**src/rtl/exec_sequencer.sv**
```systemverilog
// Sequences the single-cycle datapath: gates PC advance/commit, stalls loads and serial
// accesses, provides run/halt/single-step control and cycle/retire counters.
module exec_sequencer #(
  parameter int LOAD_WAIT = 1,
  parameter int BOOT_HOLD = 2,
  parameter int CNT_W     = 32
) (
  input  logic             clock,
  input  logic             reset,
  input  logic             run_in,
  input  logic             halt_req_in,
  input  logic             step_in,
  input  logic             is_load_in,
  input  logic             serial_rd_in,
  input  logic             serial_wr_in,
  input  logic             serial_valid_in,
  input  logic             serial_ready_in,
  output logic             pc_en_out,
  output logic             commit_out,
  output logic             halted_out,
  output logic [2:0]       state_out,
  output logic [CNT_W-1:0] cycle_count_out,
  output logic [CNT_W-1:0] retire_count_out
);

  typedef enum logic [2:0] {
    S_BOOT  = 3'd0,
    S_RUN   = 3'd1,
    S_LWAIT = 3'd2,
    S_SWAIT = 3'd3,
    S_HALT  = 3'd4,
    S_STEP  = 3'd5
  } state_e;

  localparam int WW = $clog2(LOAD_WAIT + 2);
  localparam int BW = $clog2(BOOT_HOLD + 1);

  state_e           state_q, state_d;
  logic [BW-1:0]    boot_cnt_q, boot_cnt_d;
  logic [WW-1:0]    wait_cnt_q, wait_cnt_d;
  logic             halt_pend_q, halt_pend_d;
  logic             step_mode_q, step_mode_d;
  logic             halted_q;
  logic             run_q;
  logic [CNT_W-1:0] cycle_q, cycle_d;
  logic [CNT_W-1:0] retire_q, retire_d;
  logic             commit;

  logic serial_stall;
  logic load_stall;
  logic stop_req;
  logic exit_halt;

  // A serial load waits only on the handshake, never on the RAM load delay.
  assign serial_stall = (serial_rd_in & ~serial_valid_in) | (serial_wr_in & ~serial_ready_in);
  assign load_stall   = is_load_in & ~serial_rd_in & (LOAD_WAIT > 0);
  assign stop_req     = halt_req_in | halt_pend_q | ~run_in;
  assign exit_halt    = halt_req_in | halt_pend_q | step_mode_q | ~run_in;

  always_ff @(posedge clock or posedge reset) begin
    if (reset) begin
      state_q     <= S_BOOT;
      boot_cnt_q  <= BW'(BOOT_HOLD);
      wait_cnt_q  <= '0;
      halt_pend_q <= 1'b0;
      step_mode_q <= 1'b0;
      halted_q    <= 1'b0;
      run_q       <= 1'b0;
      cycle_q     <= '0;
      retire_q    <= '0;
    end else begin
      state_q     <= state_d;
      boot_cnt_q  <= boot_cnt_d;
      wait_cnt_q  <= wait_cnt_d;
      halt_pend_q <= halt_pend_d;
      step_mode_q <= step_mode_d;
      halted_q    <= (state_d == S_HALT);
      run_q       <= run_in;
      cycle_q     <= cycle_d;
      retire_q    <= retire_d;
    end
  end

  always_comb begin
    state_d     = state_q;
    boot_cnt_d  = boot_cnt_q;
    wait_cnt_d  = wait_cnt_q;
    step_mode_d = step_mode_q;
    case (state_q)
      S_BOOT: begin
        if (boot_cnt_q == BW'(1)) state_d = run_in ? S_RUN : S_HALT;
        else                      boot_cnt_d = boot_cnt_q - BW'(1);
      end
      S_RUN, S_STEP: begin
        if (state_q == S_RUN && stop_req) begin
          state_d = S_HALT;
        end else if (serial_stall) begin
          state_d     = S_SWAIT;
          step_mode_d = step_mode_q | (state_q == S_STEP);
        end else if (load_stall) begin
          state_d     = S_LWAIT;
          wait_cnt_d  = WW'(LOAD_WAIT);
          step_mode_d = step_mode_q | (state_q == S_STEP);
        end else if (state_q == S_STEP) begin
          state_d = S_HALT;
        end
      end
      S_LWAIT: begin
        wait_cnt_d = wait_cnt_q - WW'(1);
        if (commit) begin
          state_d     = exit_halt ? S_HALT : S_RUN;
          step_mode_d = 1'b0;
        end
      end
      S_SWAIT: begin
        if (commit) begin
          state_d     = exit_halt ? S_HALT : S_RUN;
          step_mode_d = 1'b0;
        end
      end
      S_HALT: begin
        if (step_in)              state_d = S_STEP;
        else if (run_in & ~run_q) state_d = S_RUN;
      end
      default: state_d = S_HALT;
    endcase

    halt_pend_d = halt_pend_q;
    if (state_d == S_HALT && state_q != S_HALT)
      halt_pend_d = 1'b0;
    else if (halt_req_in && state_q != S_BOOT && state_q != S_HALT)
      halt_pend_d = 1'b1;

    cycle_d  = (state_q != S_BOOT && state_q != S_HALT) ? cycle_q + CNT_W'(1) : cycle_q;
    retire_d = commit ? retire_q + CNT_W'(1) : retire_q;
  end

  always_comb begin
    commit = 1'b0;
    case (state_q)
      S_RUN:   commit = ~stop_req & ~serial_stall & ~load_stall;
      S_STEP:  commit = ~serial_stall & ~load_stall;
      S_LWAIT: commit = (wait_cnt_q == WW'(1));
      S_SWAIT: commit = ~serial_stall;
      default: commit = 1'b0;
    endcase
  end

  assign commit_out       = commit;
  assign pc_en_out        = commit;
  assign halted_out       = halted_q;
  assign state_out        = state_q;
  assign cycle_count_out  = cycle_q;
  assign retire_count_out = retire_q;

endmodule

```
**config.mk**
```make
export PLATFORM = sky130hd
export DESIGN_NAME = exec_sequencer
export DESIGN_NICKNAME = d
export VERILOG_FILES = /design/src/rtl/exec_sequencer.sv
export SDC_FILE = /design/constraint.sdc
export NUM_CORES = 1
export LEC_CHECK = 0
export ABC_CLOCK_PERIOD_IN_PS = 3300
export CAP_MARGIN = 30
export CELL_PAD_IN_SITES_DETAIL_PLACEMENT = 0
export CELL_PAD_IN_SITES_GLOBAL_PLACEMENT = 1
export CORE_MARGIN = 8
export CORE_UTILIZATION = 39
export DETAILED_ROUTE_END_ITERATION = 10
export GPL_ROUTABILITY_DRIVEN = 0
export GPL_TIMING_DRIVEN = 0
export PLACE_DENSITY = 0.88
export SYNTH_ARGS = -nofsm -noshare
export SYNTH_HDL_FRONTEND = slang
export SYNTH_SLANG_ARGS = --single-unit
```
**constraint.sdc**
```tcl
create_clock -name clock -period 3.3 [get_ports clock]
set_input_delay 0.99 -clock clock [delete_from_list [all_inputs] [get_ports clock]]
set_output_delay 0.99 -clock clock [all_outputs]
set_load 0.005 [all_outputs]
```
# Word-level counts from Yosys, hierarchy flattened
# Cells that the tools add are included.
dict set report word_totals {
  wordCells 87
  mem_bits_ro 0
  memories 0
  input_bits 10
  register_bits 75
  mem_bits_rw 0
  latchBits 0
  output_inout_bits 70
}
dict set report classes {
  n_mul 0
  n_shift 0
  n_eq_ne 14
  addsub 4
  magnitude_cmp 0
  n_div 0
  reduce_logical 15
  n_bitwise 22
  muxes 23
}
# operator n
set ops {}
lappend ops {{$add A32 B1 Y32 const B} 2}
lappend ops {{$mux W3} 10}
lappend ops {{$pmux W3 S4} 1}
lappend ops {{$eq A3 B3 Y1 const B} 3}
lappend ops {{$not A1 Y1} 9}
lappend ops {{$reduce_and A4 Y1} 2}
lappend ops {{$and A1 B1 Y1} 7}
lappend ops {{$eq A3 B2 Y1 const B} 2}
lappend ops {{$mux W1} 6}
lappend ops {{$mux W2} 3}
lappend ops {{$ne A2 B2 Y1 const B} 3}
lappend ops {{$ne A3 B3 Y1 const B} 2}
lappend ops {{$or A1 B1 Y1} 6}
lappend ops {{$reduce_bool A2 Y1} 3}
lappend ops {{$logic_and A1 B1 Y1} 5}
lappend ops {{$eq A2 B1 Y1 const B} 2}
lappend ops {{$pmux W1 S4} 1}
lappend ops {{$pmux W2 S2} 1}
lappend ops {{$reduce_or A2 Y1} 2}
lappend ops {{$sub A2 B1 Y2 const B} 2}
lappend ops {{$eq A3 B1 Y1 const B} 1}
lappend ops {{$logic_not A3 Y1} 1}
lappend ops {{$reduce_bool A3 Y1} 1}
lappend ops {{$ne A2 B1 Y1 const B} 1}
lappend ops {{other kinds (2)} 2}

# Longest topological paths before layout
# Gate-level depths: netlist (run 1).
dict set report depth {
  depth_word 12
  ltp_mapped 9
  mapped_depth_nobuf 8
}

# Worst setup path before layout (run 1)
# OpenSTA, ideal clock, no wires.
dict set report synth_timing {
  path_type {input -> output}
  start {in halt_req_in}
  end {out pc_en_out}
  stages 4
  required_ps 2310
  slack_ps 331
  path_buffers 1
  t_arrival_ps 1979
  path_cell_list {or3b_1 a21o_1 o2bb2ai_4 buf_4}
}
dict set report synth_via {
  elab_chain_len 6
}
# item line
set synth_rtl {}
lappend synth_rtl {{from (decl)} 11} ;# input logic halt_req_in,
lappend synth_rtl {{$or A1 B1 Y1 (2 in a row)} 57} ;# assign stop_req = halt_req_in | halt_pend_q | ~run_in;
lappend synth_rtl {{$not A1 Y1} 141} ;# S_RUN: commit = ~stop_req & ~serial_stall & ~load_stall;
lappend synth_rtl {{$and A1 B1 Y1 (2 in a row)} 141}
lappend synth_rtl {{$pmux W1 S4} 140} ;# case (state_q)
lappend synth_rtl {{to (decl)} 18} ;# output logic pc_en_out,
# No other way between the ends.

# Final worst setup path (run 1)
dict set report layout_timing {
  start {in is_load_in}
  end {out commit_out}
}
dict set report layout_via {
  elab_chain_len 4
  word_cells_on_any_way 5
  classes_between {1 x mux; 4 x bitwise}
}
# item line
set layout_rtl {}
lappend layout_rtl {{from (decl)} 13} ;# input logic is_load_in,
lappend layout_rtl {{$and A1 B1 Y1 (*)} 56} ;# assign load_stall = is_load_in & ~serial_rd_in & (LOAD_WAIT > 0);
lappend layout_rtl {{$not A1 Y1 (*)} {141, 142}}
lappend layout_rtl {{$and A1 B1 Y1 (on tied branches)} {142, 141}}
lappend layout_rtl {{$pmux W1 S4 (*)} 140}
lappend layout_rtl {{to (decl)} 19} ;# output logic commit_out,
# Every way passes the cells marked *; elsewhere a longest branch is shown, timed or not.

==> results of run 1 <==
[per-layer routing]
| layer | up-vias | share of wire | track usage |
|---|---|---|---|
| li1 | 1285 | - | - |
| met1 | 1304 | 0.45 | 0.168 |
| met2 | 64 | 0.48 | 0.218 |
| met3 | 7 | 0.062 | 0.0366 |
| met4 | 0 | 0.0098 | 0.0457 |
| met5 | - | 0 | 0 |
[flip-flops by register name, indices dropped and copies added (netlist names)]
signal,cells
boot_cnt_q,2
cycle_count_out,32
halt_pend_q,1
halted_out,1
retire_count_out,32
run_q,1
state_out,3
step_mode_q,1
wait_cnt_q,2
[worst max-delay path by stage]
stage / endpoint / cells after the start
floorplan: pc_en_out / 4
CTS: pc_en_out / 6
finish: commit_out / 5
global route: commit_out / 5
detailed placement: pc_en_out / 6
global placement: pc_en_out / 6
[cells by family (layout without fill, tap and decap cells)]
kind of cell    count (synthesis)  in the layout  synth area share
simple gates                  139            139             0.217
mux                             1              1           0.00324
compound gates                 21             21            0.0483
flops                          75             75             0.541
buf+inv                        15            115            0.0176
xor+xnor                       63             63             0.159
fa+ha+maj                       4              4            0.0144
[cell type report]
type	count	area share
sequential	75	0.401
multi-input combinational	228	0.335
timing repair buffer	85	0.182
tap	108	0.0289
clock buffer	9	0.0264
clock inverter	7	0.0147
inverter	8	0.00695
buffer	6	0.00508
[placed cells by master, fill, tap and decap left out, drive strengths merged, types with 5 or more instances in the layout]
master / synthesis / routed
and3: 5 / 5
and4: 10 / 10
buf: 2 / 9
clkbuf: 5 / 14
clkdlybuf4s50: 0 / 71
dfrtp: 74 / 74
inv: 8 / 8
nand2: 32 / 32
nand3: 21 / 21
nand4: 16 / 16
nor2: 22 / 22
nor2b: 5 / 5
nor3: 12 / 12
o21ai: 5 / 5
xnor2: 43 / 43
xor2: 20 / 20
[power breakdown]
group	internal, mW	total, mW	switching [mW]
logic	0.378	0.712	0.334
clock network	0.347	0.691	0.345
registers	1.05	1.19	0.140
[synth_stat cells, drive strengths merged]
cell type and instances:
clkbuf 5, o31ai 1, o31a 1, o311ai 2, xor2 20, nor2 22
nor2b 5, a311oi 1, o221a 1, nor3b 2, o21ai 5, or2 2
a211oi 1, or4 1, and3 5, and2 3, or3b 1, nor3 12
and4 10, inv 8, nand3 21, nand2b 4, buf 2, dfrtp 74
o21a 1, xnor2 43, nand2 32, ha 4, o2111ai 1, mux2 1
a32o 1, a21oi 4, a21o 1, nand4 16, or3 2, nor4 1
o2bb2ai 1, dfstp 1
[per-stage QoR]
stage / utilization / setup TNS [ns] / cells
final: 0.540 / 0 / 526
after global routing: 0.540 / 0 / 526
after CTS: 0.540 / 0 / 527
after detailed placement: 0.511 / -2.79 / 506
after global placement: 0.507 / -62.66 / 505
after floorplan: - / 0 / 318
[timing repair]
item | in CTS | in global routing
setup buffers | 5 | 0
hold buffers | 0 | 0
resized for setup | 23 | 2
pin swaps | 4 | 2
endpoints found under the setup margin | 2 | 2
[critical path, delay by kind of cell]
| kind | cells | cell delay [ns] |
|---|---|---|
| AOI/OAI and AO/OA | 1 | 0.20 |
| buffers and inverters | 2 | 0.56 |
| and+or+nand+nor | 2 | 0.48 |
==> impl_metrics.env, run 1 <==
export IMPL_status="finished, final reports clean"
export IMPL_grt_max_degree=71
export IMPL_fin_nets=427
export IMPL_place_ws_ns=-0.841
export IMPL_drt_iter0_drc=103
export IMPL_layout_drive_gt1_share=0.0981
export IMPL_die_h_um=110
export IMPL_finalCritPeriodShare=0.974
export IMPL_globalRouteTotalUtil=0.134
export IMPL_cp_max_fo=3
export IMPL_via_per_inst=5.06
export IMPL_cp_data_arrival_time_ns=2.23
export IMPL_layout_setup_ws_ns=0.0847
export IMPL_yosys_top_cells_area="dfrtp_1 (53%), xnor2_1 (11%), xor2_1 (5.0%)"
export IMPL_initial_core_util=0.400
export IMPL_ant_nets=0
export IMPL_yosysTopAreaCell="dfrtp_1"
export IMPL_finalHoldWorstSlack_ns=0.476
export IMPL_power_density_nw_per_um2=553
export IMPL_ys_seq_elements=75
export IMPL_grt_pass1_vias=2673
export IMPL_tightest_slew_ns=0.613
export IMPL_grt_ovfl_total=0
export IMPL_holdCritStartpoint="cycle_count_out[31]"
export IMPL_firstDrtPassIters=4
export IMPL_critical_path_max_stage_delay_ns=0.41
export IMPL_register_area_um2=1880
export IMPL_p_leak_nw=2.04
export IMPL_yosysWarnings=0
export IMPL_die_area_um2=12200
export IMPL_port_buffers=79
export IMPL_die_width_um=110
export IMPL_cts_made_buffers=9
export IMPL_ir_drop_mv=0.354
export IMPL_grt_antenna_before_repair=0
export IMPL_wl_per_cell_um=14.8
export IMPL_ios=80
export IMPL_fillers=799
export IMPL_vias=2660
export IMPL_synth_distinct_cells=44
export IMPL_slew_headroom=0.590
export IMPL_required_ns=2.31
export IMPL_tritoncts="done"
export IMPL_post_dp_hpwl_um=5560
export IMPL_min_to="cycle_count_out[31]"
export IMPL_area_growth_pct=34.8
export IMPL_cp_end_kind="primary output"
export IMPL_placed_area_um2=4430
export IMPL_setup_viol=0
export IMPL_design_area_um2=4680
export IMPL_path_class="input pin to primary output"
export IMPL_synth_cells=318
export IMPL_cp_slowest_cell="clkdlybuf4s50_1"
export IMPL_clockRootBuffer="clkbuf_8"
export IMPL_synth_area_per_cell_um2=10.9
export IMPL_clock_path_buffers=2
export IMPL_final_hold_violation_count=0
export IMPL_synth_cell_area_um2=3470
export IMPL_routed_wl_um=7770
export IMPL_drv_cap=0
export IMPL_rsz0062_at_grt="no"
export IMPL_multiInputGateArea_um2=1570
export IMPL_cts_sinks=75
export IMPL_power_mw=2.59
export IMPL_r2r_start="state_out[2]"
export IMPL_period_needed_ns=3.22
export IMPL_drc=0
export IMPL_reg2reg_to="retire_count_out[17]"
export IMPL_grt_pass1_wl_um=13100
export IMPL_fmax_mhz=311
export IMPL_path_cells="clkdlybuf4s50_1 > nor2b_4 > or3_4 > o2bb2ai_4 > buf_2"
export IMPL_ys_seq_area_frac=0.541
export IMPL_finalMaxSlewViolations=0
export IMPL_clk_latency_ns=0.34
export IMPL_cts_htree_levels=3
export IMPL_critical_path_startpoint_type="input pin"
export IMPL_cp_startpoint="is_load_in"
export IMPL_hold_path_class="flip-flop to flip-flop"
export IMPL_synth_top_cell_area_share=0.533
export IMPL_min_path_cells=1
export IMPL_rows=34
export IMPL_worstRegToRegCells=8
export IMPL_antenna_cells=0
export IMPL_rrSetupSlack_ns=0.89
export IMPL_syn_num_nets=332
export IMPL_clkTransAtPathRegs_ns=0.07
export IMPL_skew_ns=0.0126
export IMPL_core_area_um2=8680
Power figures use the tool's default switching activity.
==> run 2: changes to the inputs <==
- CAP_MARGIN: 30 -> 20
- CORE_MARGIN: 8 -> 2
==> impl_metrics.env, run 2 (same netlist as run 1, synthesis figures left out) <==
export IMPL_fin_nets=430
export IMPL_clk_latency_ns=0.35
export IMPL_area_growth_pct=34.9
export IMPL_die_h_um=98.4
export IMPL_clock_path_buffers=2
export IMPL_cp_slowest_cell="or3b_4"
export IMPL_tritoncts="done"
export IMPL_p_leak_nw=2.03
export IMPL_path_class="input pin to primary output"
export IMPL_ant_nets=0
export IMPL_clkTransAtPathRegs_ns=0.10
export IMPL_grt_use_met2=0.255
export IMPL_grt_pass1_wl_um=12400
export IMPL_fillers=777
export IMPL_via_per_inst=5.04
export IMPL_cp_top_family="buffers and inverters"
export IMPL_tightest_slew_ns=0.552
export IMPL_drc=0
export IMPL_setup_viol=0
export IMPL_ir_drop_mv=0.400
export IMPL_final_common_cell="dfrtp_1"
export IMPL_setup_tns_ns=0
export IMPL_critical_path_startpoint_type="input pin"
export IMPL_clockRootBuffer="clkbuf_8"
export IMPL_status="finished, final reports clean"
export IMPL_fmax_mhz=307
export IMPL_port_buffers=79
export IMPL_drv_cap=0
export IMPL_worstRegToRegCells=10
export IMPL_initial_core_util=0.400
export IMPL_hold_path_class="flip-flop to flip-flop"
export IMPL_finalCritPeriodShare=0.987
export IMPL_die_area_um2=9680
export IMPL_path_cells="clkdlybuf4s15_2 > or3b_4 > a21o_1 > o2bb2ai_4 > buf_6 > clkdlybuf4s15_2"
export IMPL_ios=80
export IMPL_required_ns=2.31
export IMPL_finalMaxSlewViolations=0
export IMPL_cts_htree_levels=3
export IMPL_busiest_layer="met2"
export IMPL_cts_made_buffers=9
export IMPL_layout_common_cells="dfrtp_1 (74), clkdlybuf4s50_1 (70), xnor2_1 (43)"
export IMPL_min_path_cells=1
export IMPL_critical_path_max_stage_delay_ns=0.39
export IMPL_post_dp_hpwl_um=5150
export IMPL_placed_area_um2=4420
export IMPL_power_density_nw_per_um2=550
export IMPL_path_buf_inv=3
export IMPL_globalRouteTotalUtil=0.156
export IMPL_routed_wl_um=7290
export IMPL_period_needed_ns=3.26
export IMPL_cp_data_arrival_time_ns=2.27
export IMPL_grt_max_degree=42
export IMPL_grt_ovfl_total=0
export IMPL_grt_pass1_vias=2640
export IMPL_cp_end_kind="primary output"
export IMPL_design_area_um2=4690
export IMPL_slew_headroom=0.631
export IMPL_cp_max_fo=5
export IMPL_grtUsageMet1=0.204
export IMPL_drt_iter0_drc=57
export IMPL_dp_cells=506
export IMPL_vias=2665
export IMPL_cts_hold_fix_buffers=0
export IMPL_wl_per_cell_um=13.8
export IMPL_antenna_cells=0
export IMPL_fin_util=0.540
export IMPL_final_hold_violation_count=0
export IMPL_grt_util_met3=0.0408
export IMPL_layout_drive_gt1_share=0.107
export IMPL_cts_sinks=75
export IMPL_skew_ns=0.0170
export IMPL_die_width_um=98.4
export IMPL_grt_antenna_before_repair=0
export IMPL_rsz0062_at_grt="no"
export IMPL_core_area_um2=8680
export IMPL_firstDrtPassIters=4
export IMPL_finalHoldWorstSlack_ns=0.474
export IMPL_path_depth=6
export IMPL_cp_common_cell="clkdlybuf4s15_2"
export IMPL_rows=34
export IMPL_instances_no_fill=529
## run 2: changes by cell type in the layout (fill, tap and decap cells not counted), moves of 2 or more
cell             delta
inv_6               +3
buf_4               +2
clkinv_2            -3
clkdlybuf4s15_2     +2
dlymetal6s2s_1      -2
## run 2: report_power, final
part           leakage [nW]  internal [mW]  total [mW]  switching, mW
sequential            0.994           1.05        1.19          0.146
clock                0.0868          0.284       0.658          0.375
combinational         0.944          0.394       0.726          0.332
## run 2: metrics by stage
step / total power, mW / setup WS, ns
6_report: 2.58 / 0.0443
5_1_grt: 2.75 / 0.00812
4_1_cts: 2.60 / 0.0123
3_5_place_dp: 1.90 / -0.819
3_3_place_gp: 1.88 / -0.827
2_1_floorplan: 1.58 / 0.331
## run 2: cell type report
cell class              instances  area [um2]  share of cell area
plain buffers                   7        35.0             0.00747
clock buffers                   9         124              0.0264
clock inverters                 7        58.8              0.0125
inverters                       8        32.5             0.00694
multi-input cells             228        1570               0.335
flip-flops and latches         75        1880               0.401
well taps                     108         135              0.0288
repair buffers                 87         855               0.182
## run 2: final timing paths
check | startpoint | to | slack, ns
worst max-delay path | run_in | pc_en_out | 0.04
worst min-delay path | cycle_count_out[31] | cycle_count_out[31] | 0.47
worst max register to register | state_out[2] | retire_count_out[17] | 0.71
worst min register to register | cycle_count_out[31] | cycle_count_out[31] | 0.47
max in group asynchronous | reset | cycle_count_out[28] | 1.73
min in group asynchronous | reset | retire_count_out[16] | 1.01
## run 2: repair_timing
action / in CTS / in global routing
resized for setup: 24 / 2
pin swaps: 4 / 2
setup buffers: 6 / 1
endpoints found under the setup margin: 2 / 1
## run 2: worst reg2reg max path: stages, from the launching register on
cell	delay, ns
dfrtp_1	0.38
clkbuf_1	0.21
nand2b_1	0.25
nor2_1	0.29
o2bb2ai_4	0.17
buf_4	0.13
buf_4	0.09
buf_4	0.14
nand4_1	0.34
nor3_1	0.33
xor2_1	0.18
## run 2: metal layers
layer | vias to the layer above | share of wire
met5 | - | 0
met4 | 0 | 0.0062
met3 | 2 | 0.033
li1 | 1298 | -
met2 | 52 | 0.49
met1 | 1313 | 0.47
